`config.mk`:
```
export PLATFORM = sky130hd
export DESIGN_NAME = control_unit_legv8
export DESIGN_NICKNAME = d
export VERILOG_FILES = /design/src/rtl/control_unit_legv8.sv
export SDC_FILE = /design/constraint.sdc
export NUM_CORES = 1
export LEC_CHECK = 0
export ABC_AREA = 1
export CORE_ASPECT_RATIO = 0.75
export CORE_MARGIN = 2
export CORE_UTILIZATION = 45
export DETAILED_ROUTE_END_ITERATION = 10
export GPL_ROUTABILITY_DRIVEN = 1
export GPL_TIMING_DRIVEN = 0
export PLACE_DENSITY = 0.74
export SETUP_SLACK_MARGIN = 0.1
export SLEW_MARGIN = 20
export SYNTH_ARGS = -nofsm -noshare
export SYNTH_HDL_FRONTEND = slang
export SYNTH_SLANG_ARGS = --single-unit
```
`constraint.sdc`:
```
create_clock -name clock -period 1.9 [get_ports clock]
set_input_delay 0.285 -clock clock [delete_from_list [all_inputs] [get_ports clock]]
set_output_delay 0.285 -clock clock [all_outputs]
set_load 0.005 [all_outputs]
```
`src/rtl/control_unit_legv8.sv`:
```
// Multi-cycle LEGv8 control unit: accepts one instruction per IDLE visit and
// sequences decode, execute, memory and writeback strobes for the datapath.
//
// state     | meaning
// ----------+-----------------------------------------------------------
// IDLE      | instr_ready high, waiting for an instruction
// DECODE    | classify latched word, load ALU controls, flag illegal ops
// EXECUTE   | ALU cycle; branches resolve here
// MEMORY    | hold mem_rd / mem_wr until mem_ready
// WRITEBACK | register write and PC increment
module control_unit_legv8 (
  input  logic        clock,
  input  logic        reset,
  input  logic [31:0] instr,
  input  logic        instr_valid,
  output logic        instr_ready,
  input  logic [3:0]  status,
  input  logic        mem_ready,
  output logic [4:0]  alu_fs,
  output logic        alu_c0,
  output logic [1:0]  alu_b_sel,
  output logic [4:0]  rd_a_addr,
  output logic [4:0]  rd_b_addr,
  output logic [4:0]  wr_addr,
  output logic        reg_we,
  output logic        mem_rd,
  output logic        mem_wr,
  output logic        pc_inc,
  output logic        pc_load,
  output logic        pc_src,
  output logic        illegal
);

  typedef enum logic [2:0] {S_IDLE, S_DECODE, S_EXECUTE, S_MEMORY, S_WRITEBACK} state_t;
  typedef enum logic [2:0] {C_ILL, C_R, C_I, C_LD, C_ST, C_CB, C_B} cls_t;

  state_t      state, state_nxt;
  cls_t        cls_q, d_cls;
  logic [31:0] instr_q;
  logic        cbnz_q;
  logic [4:0]  d_fs, d_ra, d_rb;
  logic        d_c0;
  logic [1:0]  d_bsel;
  logic        taken;
  logic        unused_bits;

  assign unused_bits = ^{status[3:1], instr_q[15:10]};
  assign instr_ready = (state == S_IDLE);

  // Longest prefix first; the patterns do not overlap, so order is only for readability.
  always_comb begin
    d_cls  = C_ILL;
    d_fs   = 5'b00000;
    d_c0   = 1'b0;
    d_bsel = 2'b00;
    d_ra   = instr_q[9:5];
    d_rb   = instr_q[20:16];
    casez (instr_q[31:21])
      11'b10001011000: begin d_cls = C_R;  d_fs = 5'b01000; end
      11'b11001011000: begin d_cls = C_R;  d_fs = 5'b01010; d_c0 = 1'b1; end
      11'b10001010000: begin d_cls = C_R;  d_fs = 5'b00000; end
      11'b10101010000: begin d_cls = C_R;  d_fs = 5'b00100; end
      11'b11001010000: begin d_cls = C_R;  d_fs = 5'b01100; end
      11'b11010011011: begin d_cls = C_R;  d_fs = 5'b10000; d_bsel = 2'b11; end
      11'b11010011010: begin d_cls = C_R;  d_fs = 5'b10100; d_bsel = 2'b11; end
      11'b11111000010: begin d_cls = C_LD; d_fs = 5'b01000; d_bsel = 2'b10; end
      11'b11111000000: begin d_cls = C_ST; d_fs = 5'b01000; d_bsel = 2'b10; end
      11'b1001000100?: begin d_cls = C_I;  d_fs = 5'b01000; d_bsel = 2'b01; end
      11'b1101000100?: begin d_cls = C_I;  d_fs = 5'b01010; d_bsel = 2'b01; d_c0 = 1'b1; end
      11'b1011010????: begin d_cls = C_CB; d_fs = 5'b00100; end
      11'b000101?????: begin d_cls = C_B; end
      default:         d_cls = C_ILL;
    endcase
    if (d_cls == C_CB) begin
      d_ra = instr_q[4:0];
      d_rb = 5'd31;
    end else if (d_cls == C_ST) begin
      d_rb = instr_q[4:0];
    end
  end

  always_ff @(posedge clock or posedge reset) begin
    if (reset) state <= S_IDLE;
    else       state <= state_nxt;
  end

  always_ff @(posedge clock or posedge reset) begin
    if (reset) begin
      instr_q   <= '0;
      cls_q     <= C_ILL;
      cbnz_q    <= 1'b0;
      alu_fs    <= '0;
      alu_c0    <= 1'b0;
      alu_b_sel <= '0;
      rd_a_addr <= '0;
      rd_b_addr <= '0;
      wr_addr   <= '0;
    end else begin
      if (state == S_IDLE && instr_valid) instr_q <= instr;
      // Controls load once per instruction and stay put until the next decode.
      if (state == S_DECODE) begin
        cls_q     <= d_cls;
        cbnz_q    <= instr_q[24];
        alu_fs    <= d_fs;
        alu_c0    <= d_c0;
        alu_b_sel <= d_bsel;
        rd_a_addr <= d_ra;
        rd_b_addr <= d_rb;
        wr_addr   <= instr_q[4:0];
      end
    end
  end

  always_comb begin
    state_nxt = state;
    case (state)
      S_IDLE:      if (instr_valid) state_nxt = S_DECODE;
      S_DECODE:    state_nxt = (d_cls == C_ILL) ? S_IDLE : S_EXECUTE;
      S_EXECUTE: begin
        case (cls_q)
          C_R, C_I:   state_nxt = S_WRITEBACK;
          C_LD, C_ST: state_nxt = S_MEMORY;
          default:    state_nxt = S_IDLE;
        endcase
      end
      S_MEMORY:    if (mem_ready) state_nxt = (cls_q == C_LD) ? S_WRITEBACK : S_IDLE;
      S_WRITEBACK: state_nxt = S_IDLE;
      default:     state_nxt = S_IDLE;
    endcase
  end

  assign taken = status[0] ^ cbnz_q;

  always_comb begin
    reg_we  = 1'b0;
    mem_rd  = 1'b0;
    mem_wr  = 1'b0;
    pc_inc  = 1'b0;
    pc_load = 1'b0;
    pc_src  = 1'b0;
    illegal = 1'b0;
    case (state)
      S_DECODE:  illegal = (d_cls == C_ILL);
      S_EXECUTE: begin
        if (cls_q == C_B) begin
          pc_load = 1'b1;
          pc_src  = 1'b1;
        end else if (cls_q == C_CB) begin
          pc_load = taken;
          pc_inc  = ~taken;
        end
      end
      S_MEMORY: begin
        mem_rd = (cls_q == C_LD);
        mem_wr = (cls_q == C_ST);
        pc_inc = (cls_q == C_ST) && mem_ready;
      end
      S_WRITEBACK: begin
        reg_we = (wr_addr != 5'd31);
        pc_inc = 1'b1;
      end
      default: ;
    endcase
  end

endmodule
```
==> results.cfg <==
[run_status]
status = finished, violations left
violations = setup timing

[min_path]
hp-class = in2async

[setup_path]
worst_path_largest_cell_delay_ns = 0.44
path_delay_family = simple AND/OR/NAND/NOR gates
slowest_stage = dfrtp_1
arrival_ns = 1.66
crit_fanout = 4
startpoint_type = flop
cp-end-kind = output pin
crit_type = reg2out
worst-path-buf-inv = 2
cp.required_ns = 1.62
path_cells = inv_2 > nand2_2 > nor2_2 > nand3_2 > nor2_4 > nor2_4 > nand3_2 > nor2_1 > buf_2

[pwr]
leakagePower_uw = 0.001848
power_density_mw_per_mm2 = 1416
ir_drop_mv = 0.6610

[layout]
drive_gt1_share_pct = 33.17
nNetsFinal = 458
regArea_mm2 = 0.001383
area_growth_pct = 41.86
diodes = 0
fillCellCount = 491
final_area_mm2 = 0.003956
multi_input_area_mm2 = 0.001354

[routing]
wl_per_cell_um = 14.90
ant_nets = 0
drc = 0
wl_met3_um = 461
drt-met1-wl_mm = 3.309
routed_wl_mm = 7.406
drt_iter0_drc = 142
drtPass1Iterations = 4
num_vias = 2576
viasPerCell = 5.183
routed-wl-met2_mm = 3.520
routed.top_layer = met4

[synthesis]
yosys_register_bits = 55
synth_edf_count = 0
ys.flop_type = dfrtp_1
async_flop_share_pct = 100.0
synth_area_per_cell_um2 = 8.715
synthTopCellsByCount = 72 x nand2_1, 55 x dfrtp_1, 43 x nor2_1
syn_area_mm2 = 0.002789
synthTopCellsByArea = dfrtp_1 49%, nand2_1 9.7%, nor2_1 5.8%
synth_seq_area_share_pct = 49.35
synth_most_common_cell = nand2_1
ys_types = 36
yosysWarnings = 0
yosys.area.top_type_share_pct = 49.35
synth_top_area_cell = dfrtp_1
syn_nets = 360
synthCells = 320

[clocking]
insertion_delay_ns = 0.32
htree_num_levels = 2
cts_buffers = 5
root_buffer = clkbuf_8
cts.clk_slew.worst_paths_ns = 0.10
cts_tree = built
holdBufCountCts = 0
clock_path_buffers = 2
clock_sinks = 55

[sta]
worst_pin_slew_ns = 0.6709
fin_crit_sh_pct = 102.3
fin_crit_ns = 1.943
max_freq_mhz = 514.5
fin_worst_skew_ns = 0.01066
fin_hold_ws_ns = 0.4142
setup-violations-final = 1
final_max_slew_viol_count = 0
relSlewSlack_pct = 55.27
layout_setup_ws_ns = -0.04347
rsz0062_at_grt = yes
hold_viol = 0

[global_route]
grt_pass1_vias = 2519
grt-ovfl-total = 0
grt_max_degree = 56
grt_pass1_wl_mm = 11.81
grtUsageTotal_pct = 22.09
antenna_found_initial = 0

[flow_run]
maxCapViolations = 0

[placed_design]
place_area_mm2 = 0.003490
port_buffers = 60
dp_hpwl_mm = 4.904
gp_congestion = 0.8520

[floorplanning]
start_util_pct = 47.39
dieArea_mm2 = 0.006850
pin_count = 71
core_area_mm2 = 0.005886
die_h_um = 72.18
rows = 24
fp.dieW_um = 94.91
[kinds of logic after synthesis]
family	count (synthesis)	share of synthesized area (%)
AND/OR/NAND/NOR	157	25.66
flip-flops	55	49.35
AO/OA/AOI/OAI	52	12.38
buffers and inverters	44	7.178
multiplexers	10	4.980
XOR/XNOR	1	0.3141
other	1	0.1345
[layer usage]
metal,GRT usage [%],vias to the layer above
met4,7.407,0
met1,31.38,1252
met2,33.81,83
li1,-,1229
met3,4.984,12
met5,0,-
[flip-flops by register name (all words and copies together) (netlist names), 2 cells and up]
register / count
rd_b_addr: 5
instr_q: 26
cls_q: 3
alu_b_sel: 2
state: 3
rd_a_addr: 5
alu_fs: 4
wr_addr: 5
[metrics by stage]
stage / TNS, ns / util (%) / cells / setup WS [ns] / power [µW]
2_1_floorplan: 0 / - / 320 / 0.2721 / 3497
3_3_place_gp: -39.58 / 59.25 / 458 / -0.7185 / 4316
3_5_place_dp: -0.1487 / 59.29 / 458 / -0.1070 / 4378
4_1_cts: -0.1238 / 64.14 / 485 / -0.1238 / 5325
5_1_grt: -0.1380 / 67.22 / 497 / -0.1112 / 5999
6_report: -0.04347 / 67.22 / 497 / -0.04347 / 5603
[worst register-to-register path, stage by stage, from the launching register on]
cell     delay (ns)
dfrtp_2        0.45
inv_2          0.08
buf_4          0.12
buf_4          0.12
nand3_1        0.11
nor3_4         0.26
inv_2          0.14
nand3_1        0.12
nand2_1        0.07
nand2_1        0.06
[report_power, final]
group          leakage [µW]  total (µW)  switching, µW  internal [µW]
Sequential         0.000657        2090            414           1680
Clock             0.0000522         725            419            306
Combinational       0.00114        2780           1470           1320
Total               0.00185        5600           2300           3300
[worst paths after layout]
| kind | depth (start not counted) | slack, ns | start | endpoint |
|---|---|---|---|---|
| worst max-delay path | 9 | -0.04 | instr_q[27]$_DFFE_PP0P_ | illegal |
| worst min-delay path | 2 | 0.41 | reset | rd_b_addr[3]$_DFFE_PP0P_ |
| worst max register to register | 9 | 0.32 | instr_q[25]$_DFFE_PP0P_ | alu_fs[2]$_DFFE_PP0P_ |
| worst min register to register | 2 | 0.49 | rd_b_addr[2]$_DFFE_PP0P_ | rd_b_addr[2]$_DFFE_PP0P_ |
| max in group asynchronous | 2 | 1.00 | reset | instr_q[25]$_DFFE_PP0P_ |
| min in group clock | 2 | 0.49 | rd_b_addr[2]$_DFFE_PP0P_ | rd_b_addr[2]$_DFFE_PP0P_ |
[placed cells by master (no fill, tap or decap), types with 2 or more instances in the layout]
master and n:
nand2_1 65, clkdlybuf4s50_1 52, dfrtp_1 50, nor2_1 35
buf_4 28, inv_2 17, o21ai_1 15, inv_1 15
nand3_1 14, a21oi_2 12, a21oi_1 9, buf_6 8
nand2_2 8, nor2_4 8, mux2_4 7, buf_2 7
nor2_2 7, o21ai_0 6, clkbuf_8 6, nand3_2 5
o211ai_2 5, dfrtp_2 5, nor3_4 3, nand4_1 3
mux2_1 3, clkbuf_2 3, nand2_4 2, clkbuf_1 2
nor3_2 2, nand3_4 2, inv_6 2, dlygate4sd2_1 2
[area by class of cell]
type / count / share of cell area (%)
inverter: 33 / 3.194
clock buffer: 6 / 2.087
clock inverter: 2 / 0.4428
timing repair buffer: 91 / 20.71
buffer: 11 / 1.929
tap: 78 / 2.467
multi-input combinational: 221 / 34.22
sequential: 55 / 34.95
[what timing repair did]
action                     in CTS  in global routing
pin swaps                       7                 16
gates resized for setup        32                 37
buffers inserted               19                 12
setup endpoints to repair       8                  6
No activity file was read; power rests on OpenSTA's default activity.
